[src/rtl/peripheral_ahb_master_arbiter.sv]
// -----------------------------------------------------------------------------
// peripheral_ahb_master_arbiter
//
// Purpose:
//   Shares one AHB-Lite master port between NREQ local requesters. A
//   round-robin arbiter accepts one request at a time. Each accepted request
//   becomes a single NONSEQ/SINGLE transfer. The address phase and the data
//   phase never overlap: HTRANS returns to IDLE while the data phase runs.
//   Peak rate is one transfer every three cycles.
//
// Ports:
//   clk, rst          clock, synchronous active-high reset
//   req_valid/ready   per-requester handshake; ready is one-hot or zero and is
//                     only raised while the arbiter is idle
//   req_addr/we/size/wdata
//                     flattened per-requester request fields (slice i = req i)
//   rsp_valid         one-hot completion pulse, one cycle after data phase end
//   rsp_rdata/err     HRDATA / HRESP sampled at completion (valid with rsp_valid)
//   H*                AHB-Lite master signals
// -----------------------------------------------------------------------------
module peripheral_ahb_master_arbiter #(
  parameter int         NREQ       = 2,
  parameter int         HADDR_SIZE = 64,
  parameter int         HDATA_SIZE = 64,
  parameter logic [3:0] HPROT_VAL  = 4'b0011
) (
  input  logic                         clk,
  input  logic                         rst,

  input  logic [NREQ-1:0]              req_valid,
  output logic [NREQ-1:0]              req_ready,
  input  logic [NREQ*HADDR_SIZE-1:0]   req_addr,
  input  logic [NREQ-1:0]              req_we,
  input  logic [NREQ*3-1:0]            req_size,
  input  logic [NREQ*HDATA_SIZE-1:0]   req_wdata,

  output logic [NREQ-1:0]              rsp_valid,
  output logic [HDATA_SIZE-1:0]        rsp_rdata,
  output logic                         rsp_err,

  output logic                         HSEL,
  output logic [HADDR_SIZE-1:0]        HADDR,
  output logic [HDATA_SIZE-1:0]        HWDATA,
  output logic                         HWRITE,
  output logic [2:0]                   HSIZE,
  output logic [2:0]                   HBURST,
  output logic [3:0]                   HPROT,
  output logic [1:0]                   HTRANS,
  output logic                         HMASTLOCK,
  input  logic                         HREADY,
  input  logic                         HRESP,
  input  logic [HDATA_SIZE-1:0]        HRDATA
);

  localparam int GW = (NREQ > 1) ? $clog2(NREQ) : 1;

  localparam logic [1:0] HTRANS_IDLE   = 2'b00;
  localparam logic [1:0] HTRANS_NONSEQ = 2'b10;
  localparam logic [2:0] HBURST_SINGLE = 3'b000;
  localparam logic       HRESP_ERROR   = 1'b1;

  localparam logic [1:0] ST_IDLE = 2'd0;
  localparam logic [1:0] ST_ADDR = 2'd1;
  localparam logic [1:0] ST_DATA = 2'd2;

  logic [1:0]            state_q,      state_d;
  logic [GW-1:0]         last_grant_q, last_grant_d;
  logic [HDATA_SIZE-1:0] wdata_q,      wdata_d;
  logic [1:0]            htrans_q,     htrans_d;
  logic                  hsel_q,       hsel_d;
  logic [HADDR_SIZE-1:0] haddr_q,      haddr_d;
  logic [HDATA_SIZE-1:0] hwdata_q,     hwdata_d;
  logic                  hwrite_q,     hwrite_d;
  logic [2:0]            hsize_q,      hsize_d;
  logic [NREQ-1:0]       rsp_valid_q,  rsp_valid_d;
  logic [HDATA_SIZE-1:0] rsp_rdata_q,  rsp_rdata_d;
  logic                  rsp_err_q,    rsp_err_d;

  // ---------------------------------------------------------------------------
  // Round-robin pick. The lowest requester above last_grant wins; if none is
  // above it, the search wraps and the lowest requester overall wins. Scanning
  // downward makes the final assignment the lowest index.
  // ---------------------------------------------------------------------------
  logic          any_valid;
  logic          hi_found;
  logic [GW-1:0] lo_idx;
  logic [GW-1:0] hi_idx;
  logic [GW-1:0] grant_idx;
  logic          accept;

  // NOTE: every signal driven here gets a default first, so no path leaves it
  // unassigned and no latch is inferred.
  always_comb begin
    any_valid = 1'b0;
    hi_found  = 1'b0;
    lo_idx    = '0;
    hi_idx    = '0;
    for (int i = NREQ - 1; i >= 0; i--) begin
      if (req_valid[i]) begin
        any_valid = 1'b1;
        lo_idx    = GW'(i);
        if (GW'(i) > last_grant_q) begin
          hi_found = 1'b1;
          hi_idx   = GW'(i);
        end
      end
    end
    grant_idx = hi_found ? hi_idx : lo_idx;
  end

  // A request asserted during reset is not accepted, so ready stays low too.
  assign accept = !rst && (state_q == ST_IDLE) && any_valid;

  always_comb begin
    req_ready = '0;
    for (int i = 0; i < NREQ; i++) begin
      if (accept && (grant_idx == GW'(i))) req_ready[i] = 1'b1;
    end
  end

  // Fields of the granted requester.
  logic [HADDR_SIZE-1:0] sel_addr;
  logic                  sel_we;
  logic [2:0]            sel_size;
  logic [HDATA_SIZE-1:0] sel_wdata;

  always_comb begin
    sel_addr  = '0;
    sel_we    = 1'b0;
    sel_size  = '0;
    sel_wdata = '0;
    for (int i = 0; i < NREQ; i++) begin
      if (grant_idx == GW'(i)) begin
        sel_addr  = req_addr[i*HADDR_SIZE +: HADDR_SIZE];
        sel_we    = req_we[i];
        sel_size  = req_size[i*3 +: 3];
        sel_wdata = req_wdata[i*HDATA_SIZE +: HDATA_SIZE];
      end
    end
  end

  // last_grant also names the owner of the transfer in flight.
  logic [NREQ-1:0] owner_oh;

  always_comb begin
    owner_oh = '0;
    for (int i = 0; i < NREQ; i++) begin
      if (last_grant_q == GW'(i)) owner_oh[i] = 1'b1;
    end
  end

  // ---------------------------------------------------------------------------
  // Transfer sequencing: IDLE -> ADDR -> DATA -> IDLE
  // ---------------------------------------------------------------------------
  always_comb begin
    state_d      = state_q;
    last_grant_d = last_grant_q;
    wdata_d      = wdata_q;
    htrans_d     = htrans_q;
    hsel_d       = hsel_q;
    haddr_d      = haddr_q;
    hwdata_d     = hwdata_q;
    hwrite_d     = hwrite_q;
    hsize_d      = hsize_q;
    rsp_valid_d  = '0;          // completion is a single-cycle pulse
    rsp_rdata_d  = rsp_rdata_q;
    rsp_err_d    = rsp_err_q;

    case (state_q)
      ST_IDLE: begin
        if (any_valid) begin
          state_d      = ST_ADDR;
          last_grant_d = grant_idx;
          wdata_d      = sel_wdata;
          htrans_d     = HTRANS_NONSEQ;
          hsel_d       = 1'b1;
          haddr_d      = sel_addr;
          hwrite_d     = sel_we;
          hsize_d      = sel_size;
        end
      end
      ST_ADDR: begin
        // With HREADY low the address phase is extended unchanged.
        if (HREADY) begin
          state_d  = ST_DATA;
          htrans_d = HTRANS_IDLE;
          hsel_d   = 1'b0;
          hwdata_d = wdata_q;   // driven on reads as well
        end
      end
      ST_DATA: begin
        // The first cycle of a two-cycle ERROR response has HREADY low and is
        // treated as an ordinary wait state.
        if (HREADY) begin
          state_d     = ST_IDLE;
          rsp_valid_d = owner_oh;
          rsp_rdata_d = HRDATA;
          rsp_err_d   = (HRESP == HRESP_ERROR);
        end
      end
      default: state_d = ST_IDLE;
    endcase
  end

  // NOTE: sequential state is updated with non-blocking assignments only, so
  // every register samples the values from before this clock edge.
  always_ff @(posedge clk) begin
    if (rst) begin
      state_q      <= ST_IDLE;
      last_grant_q <= GW'(NREQ - 1);
      wdata_q      <= '0;
      htrans_q     <= HTRANS_IDLE;
      hsel_q       <= 1'b0;
      haddr_q      <= '0;
      hwdata_q     <= '0;
      hwrite_q     <= 1'b0;
      hsize_q      <= '0;
      rsp_valid_q  <= '0;
      rsp_rdata_q  <= '0;
      rsp_err_q    <= 1'b0;
    end else begin
      state_q      <= state_d;
      last_grant_q <= last_grant_d;
      wdata_q      <= wdata_d;
      htrans_q     <= htrans_d;
      hsel_q       <= hsel_d;
      haddr_q      <= haddr_d;
      hwdata_q     <= hwdata_d;
      hwrite_q     <= hwrite_d;
      hsize_q      <= hsize_d;
      rsp_valid_q  <= rsp_valid_d;
      rsp_rdata_q  <= rsp_rdata_d;
      rsp_err_q    <= rsp_err_d;
    end
  end

  assign HTRANS    = htrans_q;
  assign HSEL      = hsel_q;
  assign HADDR     = haddr_q;
  assign HWDATA    = hwdata_q;
  assign HWRITE    = hwrite_q;
  assign HSIZE     = hsize_q;
  assign HBURST    = HBURST_SINGLE;
  assign HPROT     = HPROT_VAL;
  assign HMASTLOCK = 1'b0;
  assign rsp_valid = rsp_valid_q;
  assign rsp_rdata = rsp_rdata_q;
  assign rsp_err   = rsp_err_q;

endmodule

[config.mk]
export PLATFORM = sky130hd
export DESIGN_NAME = peripheral_ahb_master_arbiter
export DESIGN_NICKNAME = d
export VERILOG_FILES = /design/src/rtl/peripheral_ahb_master_arbiter.sv
export SDC_FILE = /design/constraint.sdc
export NUM_CORES = 1
export LEC_CHECK = 0
export BUFFER_PORTS_ARGS = -buffer_cell sky130_fd_sc_hd__buf_2
export CAP_MARGIN = 25
export CORE_AREA = 10 10 205 207
export CTS_BUF_LIST = sky130_fd_sc_hd__clkbuf_4 sky130_fd_sc_hd__clkbuf_8 sky130_fd_sc_hd__clkbuf_16
export DETAILED_ROUTE_END_ITERATION = 12
export DIE_AREA = 0 0 215 217
export SLEW_MARGIN = 30
export SYNTH_ARGS = -nofsm -noshare
export SYNTH_HDL_FRONTEND = slang
export SYNTH_SLANG_ARGS = --single-unit
[constraint.sdc]
create_clock -name clk -period 1.4 [get_ports clk]
set_input_delay 0.14 -clock clk [delete_from_list [all_inputs] [get_ports clk]]
set_output_delay 0.14 -clock clk [all_outputs]
set_load 0.02 [all_outputs]
# [Word-level counts from Yosys, hierarchy flattened]
# Index checks and enable logic that the tools add are counted.
[classes] order_cmp=2 muxes=27 n_reduce_logical=13 eq_ne=5 n_bitwise=3
[op_table] op="2-to-1 mux 64 bit" n=2
[op_table] op="2-to-1 mux 1 bit" n=17
[op_table] op="2-to-1 mux 2 bit" n=4
[op_table] op="!= test 2 bit (second input constant)" n=3
[op_table] op="one-hot mux 2 bit (3 select lines)" n=1
[op_table] op="AND reduction 2 bit" n=3
[op_table] op="AND reduction 3 bit" n=2
[op_table] op="logical AND 1 bit" n=4
[op_table] op="one-hot mux 2 bit (2 select lines)" n=1
[op_table] op="2-to-1 mux 3 bit" n=1
[op_table] op="NOT 1 bit" n=3
[op_table] op="OR reduction 3 bit" n=1
[op_table] op="== test 2 x 1 -> 1 bit (second input constant)" n=1
[op_table] op="== test 2 bit (second input constant)" n=1
[op_table] op="> comparator 1 bit (first input constant)" n=2
[op_table] op="zero test 2 bit" n=1
[op_table] op="one-hot mux 1 bit (2 select lines)" n=1
[op_table] op="nonzero test 2 bit" n=1
[op_table] op="zero test 1 bit" n=1
[word_totals] reg_bits=269 inputBits=334 out_inout_bits=212 elab_cells=62

# [Longest topological paths before layout]
# Gate-level depths: netlist of the first run.
[logic_depth] ltp_word=9 mapped_depth=7 mapped_depth_nobuf=3

# [Least setup slack after synthesis of the first run]
# No wires, ideal clock.
[synth_timing] kind="register -> output" from="register state_q[1]" to="output req_ready[0]" path_buffers=2 path_stages_with_launch=6 path_slack_ns=-0.219 t_arrival_ns=1.479 required_ns=1.260 cell_sequence="dfxtp_1 -> nor2_4 -> buf_2 -> buf_2 -> nand2_1 -> nor3_1"
[synth_via] elab_chain_cells=5
[synth_rtl] item="from (decl)" line="66" rtl="logic [1:0] state_q, state_d;"
[synth_rtl] item="from (signal assigned)" line="222" rtl="state_q <= state_d;"
[synth_rtl] item="zero test 2 bit" line="112" rtl="assign accept = !rst && (state_q == ST_IDLE) && any_valid;"
[synth_rtl] item="logical AND 1 bit (2 in a row)" line="112"
[synth_rtl] item="logical AND 1 bit" line="117" rtl="if (accept && (grant_idx == GW'(i))) req_ready[i] = 1'b1;"
[synth_rtl] item="2-to-1 mux 1 bit" line="117"
[synth_rtl] item="to (decl)" line="31" rtl="output logic [NREQ-1:0] req_ready,"
# Every way passes these cells.

# [Worst setup path in the final report of the first run]
[layout_timing] from="register state_q[0]" to="output req_ready[0]"
# Same word-level chain as after synthesis.

==> results.md, run 1 <==
| Group | Result | Value |
|:---|:---|:---|
| sta | Final number of max-transition violations | 0 |
| layout | Number of nets in the layout | 2622 |
| route | Number of DRC violations after detailed-routing iteration 0 | 1356 |
| sta | Layout Skew | 20.66 ps |
| sta | Final number of hold-violating endpoints | 0 |
| die | Chip width | 215 µm |
| cts | CTS Buf Count | 29 |
| synthesis | Post-synth top area cell | sky130_fd_sc_hd__dfxtp_1 |
| grt | GR Util met1 | 26.92% |
| grt | Vias in the first global route | 15413 |
| die | Starting density of the core | 28.98% |
| place | DP Wirelength | 33830 µm |
| sta | Max_slew headroom | 32.43% |
| pwr | Standby leakage power | 9.636 nW |
| grt | Met3 global-route usage | 6.741% |
| pwr | Clock power share | 32.7% |
| synthesis | Cell types occupying the most area after synthesis | sky130_fd_sc_hd__dfxtp_1 48%, sky130_fd_sc_hd__nand2_1 18%, sky130_fd_sc_hd__a21oi_1 12% |
| synthesis | Proportion of netlist area held by the largest area contributor | 48.40% |
| place | Setup Slack @ Placement | -74.07 ps |
| sta | Share of the clock period used by the worst path | 118.7% |
| synthesis | Number of flops mapped to enable cells by yosys | 0 |
| cts | Root Buffer Master | sky130_fd_sc_hd__clkbuf_16 |
| die | Die Footprint | 46660 µm² |
| synthesis | Mapped Avg Cell Area | 8.186 µm² |
| place | Port bufs | 536 |
| place | Global placer's final weighted congestion | 0.8616 |
| grt | Wire length of the first global-routing pass | 89810 µm |
| pwr | Switching portion of total power | 31.23% |
| synthesis | Distinct cell type count of the synthesized netlist | 23 |
| route | Drt pass-1 iters | 6 |
| synthesis | Number of warnings reported in the yosys synthesis log | 0 |
| grt | Number of antenna violations at the first check in global routing | 8 |
| layout | Final instance count without filler cells | 2839 |
| die | Placement Rows | 72 |
| grt | All-Layer GR Usage | 23.88% |
| route | Final routed wire length divided by cell count | 23.32 µm |
| grt | Overflow left after global routing | 0 |
| cts | Clock latency reported for the late side of the worst-skew pair | 580 ps |
| synthesis | Most frequently used cell type in the post-synthesis netlist | sky130_fd_sc_hd__nand2_1 |
| critical path | Crit path launch type | flip-flop |
| pwr | Power per unit of standard cell area | 1061 nW/µm² |
| sta | Unrepaired setup endpoints after global routing | yes |
| cts | Level count of the clock H-tree | 1 |
| pwr | Internal Power | 16.15 mW |
| synthesis | Netlist area before placement | 11040 µm² |
| critical path | Critical Path AT | 1520 ps |
| critical path | Endpoint type of the worst setup path | primary output |
| hold path | Hold/Removal Path Class | input port to flip-flop |
| synthesis | Cell types with the highest counts after synthesis | 524 x sky130_fd_sc_hd__nand2_1, 267 x sky130_fd_sc_hd__dfxtp_1, 264 x sky130_fd_sc_hd__a21oi_1 |
| cts | CTS tree | done |
| sta | Final setup violation count | 152 |
| cts | TritonCTS Sinks | 267 |
| synthesis | Main synth FF type | sky130_fd_sc_hd__dfxtp_1 |
| synthesis | Number of cells produced by synthesis | 1349 |
| critical path | Category of the critical setup timing path | flip-flop to primary output |
| cts | CTS clock-pin slew for the worst setup and hold paths | 60 ps |
| job | MaxCap Viol Count | 0 |
| critical path | Maximum fanout along the worst path | 3 |
| pwr | Switching power of the nets | 7.331 mW |
| route | Post-DR vias/cell | 5.302 |
| grt | Pin count of the biggest net entering global routing | 70 |
| grt | Most heavily used metal layer in global routing | met2 |
| pwr | Reg power frac | 36.5% |
| synthesis | FFs w/ async S/R, synth | 0% |
| die | Die Span Y | 217 µm |
| pwr | Worst VDD drop | 1.011 mV |
| route | Antenna Nets Post-Route | 0 |
| route | Via count | 15053 |
| run status | Violated checks | negative setup slack |
| die | Area of the core region | 38110 µm² |
| place | Dpl cells | 2341 |
| route | Count of unresolved DRC violations after routing | 0 |
| sta | Fmax | 601.8 MHz |
| layout | Area growth, synth to finish | 100.3% |
| critical path | Required time at the worst-slack endpoint | 1260 ps |
| die | I/O pin cnt | 546 |
| sta | Min Tclk post-route | 1662 ps |
| pwr | Power consumption | 23.48 mW |
| synthesis | Number of flip-flops and latches in the synthesized netlist | 267 |
| run status | Run status | finished with violations |
| grt | Met2 global-route usage | 39.67% |
| sta | Smallest hold slack | 58.43 ps |
| cts | Clock Path Buffers | 3 |
| layout | Fraction of final layout cells sized beyond drive strength 1 | 45.15% |
| synthesis | Part of the Yosys area used for sequential elements | 48.40% |
| sta | Slew at the pin closest to its max-slew limit | 1010 ps |
| route | Total Wirelength | 66210 µm |
| pwr | Combinational Power Share | 30.8% |
| sta | Crit path setup slack, layout | -261.7 ps |
[state kept, by name, indices dropped and copies added (netlist names)]
signal and count:
wdata_q 64, rsp_err 1, state_q 2, rsp_valid 2, HWRITE 1, HTRANS 1
last_grant_q 1, HADDR 64, HWDATA 64, rsp_rdata 64, HSIZE 3
[routing by layer]
layer,share of wire [%],vias up
met5,0,-
met4,6.3,0
met3,10,312
met2,47,1131
met1,37,7065
li1,-,6545
[final cells by class]
type,instances,area [µm²]
clock buffer,41,840.8
clock inverter,12,97.59
multi-input combinational,947,6030
timing repair buffer,1043,9126
antenna,11,27.53
sequential,267,5351
fill,2954,15990
tap,518,648.1
[per-stage QoR]
step	utilization, %	TNS, ps	instance area, µm²
3_3_place_gp	38.62	-64.61	14720
6_report	58.05	-18920	22120
2_1_floorplan	-	-618.3	11100
5_1_grt	58.03	-31400	22110
4_1_cts	54.54	-20580	20780
3_5_place_dp	38.62	-425.1	14720
[logic make-up (layout without fill, tap and decap cells)]
family	after synthesis	count (layout)	synth area share [%]
and+or+nand+nor	538	538	18.67
AOI/OAI and AO/OA	400	400	26.71
DFF	267	267	48.40
buffers and inverters	142	1096	6.152
other	2	20	0.06801
[path summary, 6_finish.rpt]
kind | start | end | slack, ps | depth (start not counted)
setup / recovery | state_q[0] | req_ready[0] | -260 | 5
setup reg to reg | last_grant_q | HADDR[15] | -230 | 8
hold / removal | rst | HWDATA[22] | 60 | 3
hold reg to reg | rsp_rdata[1] | rsp_rdata[1] | 450 | 2
[worst max-delay path, cell delays in order (launching register included)]
cell and delay [ps]:
sky130_fd_sc_hd__dfxtp_2 340, sky130_fd_sc_hd__nor2_4 120, sky130_fd_sc_hd__buf_6 130, sky130_fd_sc_hd__nand2_8 60, sky130_fd_sc_hd__nor3_4 160, sky130_fd_sc_hd__buf_6 160
[layout by cell type, fill, tap and decap left out, types with 2 or more instances in the layout]
cell / instances
sky130_fd_sc_hd__nand2_1: 408
sky130_fd_sc_hd__nor3_4: 2
sky130_fd_sc_hd__dfxtp_2: 2
sky130_fd_sc_hd__clkbuf_16: 53
sky130_fd_sc_hd__dlygate4sd3_1: 332
sky130_fd_sc_hd__buf_2: 533
sky130_fd_sc_hd__buf_6: 42
sky130_fd_sc_hd__diode_2: 11
sky130_fd_sc_hd__buf_4: 28
sky130_fd_sc_hd__nand2_4: 47
sky130_fd_sc_hd__conb_1: 9
sky130_fd_sc_hd__buf_12: 47
sky130_fd_sc_hd__dfxtp_1: 264
sky130_fd_sc_hd__a311oi_2: 107
sky130_fd_sc_hd__a21oi_1: 223
sky130_fd_sc_hd__a21oi_2: 41
sky130_fd_sc_hd__clkinv_2: 8
sky130_fd_sc_hd__buf_16: 27
sky130_fd_sc_hd__buf_8: 9
sky130_fd_sc_hd__a311oi_1: 25
sky130_fd_sc_hd__nand2_2: 68
sky130_fd_sc_hd__clkbuf_4: 8
sky130_fd_sc_hd__nor2_1: 2
sky130_fd_sc_hd__nand3b_1: 2
sky130_fd_sc_hd__clkbuf_8: 4
[power by group through the flow]
stage / Clock [mW] / Sequential [mW] / Combinational [mW]
floorplan: 0 / 9.01 / 1.98
global placement: 0 / 8.65 / 4.06
detailed placement: 0 / 8.66 / 4.10
CTS: 7.73 / 8.51 / 6.05
global route: 8.03 / 8.61 / 7.54
finish: 7.68 / 8.58 / 7.22
[what timing repair did]
item                                    4_1_cts  5_1_grt
endpoints found under the setup margin       50      143
endpoints found under the hold margin       208        0
pin swaps                                    99       86
cloned                                       27       29
resized for setup                           201      162
hold buffers                                332        0
buffers inserted                             38       19
Power figures use the tool's default switching activity.
==> inputs of run 2 (changes only) <==
- CAP_MARGIN: 25 -> 30
- CORE_AREA: 10 10 205 207 -> 2 2 215 217
- DIE_AREA: 0 0 215 217 -> 0 0 217 219
==> results.md, run 2 (synthesis gave the netlist of run 1 again) <==
| Group | Result | Value | Change |
|:---|:---|:---|:---|
| die | Starting density of the core | 24.49% | -4.5 points |
| grt | All-Layer GR Usage | 20.86% | -3.0 points |
| cts | Clock Path Buffers | 3 | unchanged |
| grt | Vias in the first global route | 14217 | -7.8% |
| layout | Area growth, synth to finish | 88.83% |  |
| critical path | Crit path launch type | flip-flop |  |
| layout | Post-route design area | 20850 µm² | -5.7% |
| layout | Number of nets in the layout | 2578 | -1.7% |
| pwr | Power per unit of standard cell area | 1092 nW/µm² | +2.9% |
| critical path | Buffer and inverter count on the worst path | 3 | +1 |
| place | Port bufs | 536 | unchanged |
| sta | Final number of max-transition violations | 0 | unchanged |
| critical path | Endpoint type of the worst setup path | primary output |  |
| cts | Level count of the clock H-tree | 1 | unchanged |
| run status | Run status | finished with violations |  |
| grt | Number of antenna violations at the first check in global routing | 6 | -2 |
| job | MaxCap Viol Count | 0 | unchanged |
| grt | Overflow left after global routing | 0 | unchanged |
| route | Final routed wire length divided by cell count | 19.47 µm | -16% |
| sta | Crit path setup slack, layout | -301.8 ps | -40.12 ps |
| place | Global placer's final weighted congestion | 0.8796 | +2.1% |
| cts | Root Buffer Master | sky130_fd_sc_hd__clkbuf_16 |  |
| critical path | Ordered list of cells on the worst path | a21boi_4, buf_12, buf_8, nor3_4, buf_6 |  |
| die | I/O pin cnt | 546 | unchanged |
| route | Drt pass-1 iters | 5 | -1 |
| sta | Max_slew headroom | 63.67% | +31 points |
| critical path | Delay of the slowest cell on the worst path | 360 ps | +20 ps |
| layout | Most frequent standard cell in the layout excluding fill and tap cells | sky130_fd_sc_hd__buf_2 |  |
| route | Via count | 14368 | -4.6% |
| route | Post-DR vias/cell | 4.999 | -5.7% |
| sta | Slew at the pin closest to its max-slew limit | 544.9 ps | -465.3 ps |
| sta | Final number of hold-violating endpoints | 0 | unchanged |
| sta | Fmax | 587.6 MHz | -2.4% |
| cts | Clock latency reported for the late side of the worst-skew pair | 570 ps | about the same |
| cts | CTS clock-pin slew for the worst setup and hold paths | 60 ps | about the same |
| sta | Min Tclk post-route | 1702 ps | +40.12 ps |
| grt | Wire length of the first global-routing pass | 77970 µm | -13% |
| critical path | Required time at the worst-slack endpoint | 1260 ps | about the same |
| place | Placed Instance Area | 14800 µm² | +0.56% |
| critical path | Critical Path AT | 1560 ps | +40 ps |
| sta | Unrepaired setup endpoints after global routing | yes |  |
| sta | Share of the clock period used by the worst path | 121.6% | +2.9 points |
| cts | CTS tree | done |  |
| layout | Number of filler instances in the final layout | 3957 | +34% |
| route | Number of DRC violations after detailed-routing iteration 0 | 861 | -37% |
| pwr | Worst VDD drop | 0.8333 mV | -18% |
| layout | Fraction of final layout cells sized beyond drive strength 1 | 39.65% | -5.5 points |
| route | Antenna Nets Post-Route | 0 | unchanged |
| sta | Smallest hold slack | 35.03 ps | -23.40 ps |
| cts | CTS Buf Count | 31 | +6.9% |
| die | Die Footprint | 47520 µm² | +1.9% |
| die | Die Span Y | 219 µm | +0.92% |
| route | Count of unresolved DRC violations after routing | 0 | unchanged |
| pwr | Power consumption | 22.77 mW | -3.0% |
| route | Total Wirelength | 55970 µm | -15% |
| sta | Layout Skew | 13.39 ps | -7.265 ps |
| hold path | Hold/Removal Path Class | input port to flip-flop |  |
| pwr | Standby leakage power | 9.095 nW | -5.6% |
| die | Chip width | 217 µm | +0.93% |
| layout | Commonest cells after routing, fill and taps aside | 533 x sky130_fd_sc_hd__buf_2, 488 x sky130_fd_sc_hd__nand2_1, 330 x sky130_fd_sc_hd__dlygate4sd3_1, 263 x sky130_fd_sc_hd__dfxtp_1, 235 x sky130_fd_sc_hd__a21oi_1 |  |
| critical path | Maximum fanout along the worst path | 5 | +2 |
| critical path | Category of the critical setup timing path | flip-flop to primary output |  |
| place | Setup Slack @ Placement | -74.96 ps | -0.8917 ps |
| critical path | Cell type of the slowest stage on the worst timing path | sky130_fd_sc_hd__dfxtp_4 |  |
| grt | Pin count of the biggest net entering global routing | 68 | -2.9% |
| layout | Final Core Density | 46.25% | -12 points |
| run status | Violated checks | negative setup slack |  |
| critical path | Critical path's top delay family | buffers and inverters |  |
| place | DP Wirelength | 31450 µm | -7.0% |
| cts | TritonCTS Sinks | 267 | unchanged |
| die | Placement Rows | 78 | +8.3% |
| die | Area of the core region | 45090 µm² | +18% |
| sta | Final setup violation count | 148 | -2.6% |
## run 2: layout make-up
cell class / instances / area, µm² / area share [%]
diodes: 9 / 22.52 / 0.1080
clock buffers: 46 / 938.4 / 4.500
clock inverters: 8 / 96.34 / 0.4620
multi-input cells: 947 / 5562 / 26.67
flip-flops and latches: 267 / 5353 / 25.67
well taps: 600 / 750.7 / 3.600
repair buffers: 997 / 8130 / 38.99
## run 2: worst reg2reg max path, cell delays in order, from the launching register on
cell                        delay, ps
sky130_fd_sc_hd__dfxtp_2          350
sky130_fd_sc_hd__nor2_4            50
sky130_fd_sc_hd__buf_4            130
sky130_fd_sc_hd__buf_6            120
sky130_fd_sc_hd__and2_4           220
sky130_fd_sc_hd__clkbuf_16        200
sky130_fd_sc_hd__buf_8            140
sky130_fd_sc_hd__a311oi_2         290
## run 2: worst paths after layout
path / startpoint / end / slack [ps] / cells past startpoint
max: last_grant_q / req_ready[0] / -300 / 5
min: rst / HWDATA[44] / 40 / 2
max reg2reg: state_q[0] / HADDR[63] / -200 / 7
min reg2reg: wdata_q[20] / HWDATA[20] / 450 / 2
## run 2: metrics by stage
step / std cells / setup TNS, ps
after floorplan: 1356 / -618.3
final: 2874 / -15700
after global routing: 2869 / -27190
after detailed placement: 2425 / -697.6
after CTS: 2838 / -14260
after global placement: 2425 / -67.20
## run 2: timing repair
action                                  4_1_cts  5_1_grt
setup buffers                                17       11
endpoints found under the setup margin      109      215
gates cloned                                 12       17
pin swaps                                    34       26
gates resized for setup                      76      113
hold buffers                                330        0
endpoints found under the hold margin       200        0
## run 2: per-layer routing
layer	share of wire [%]	track usage, %
met3	8.4	4.297
met5	0.023	0
met1	37	23.12
met4	5.3	11.35
met2	50	37.33
## run 2: power breakdown
part	leakage (nW)	switching, mW	internal (mW)	total [mW]
Combinational	6.38	3.06	2.92	5.98
Clock	0.520	3.28	4.96	8.24
Sequential	2.19	0.365	8.18	8.55
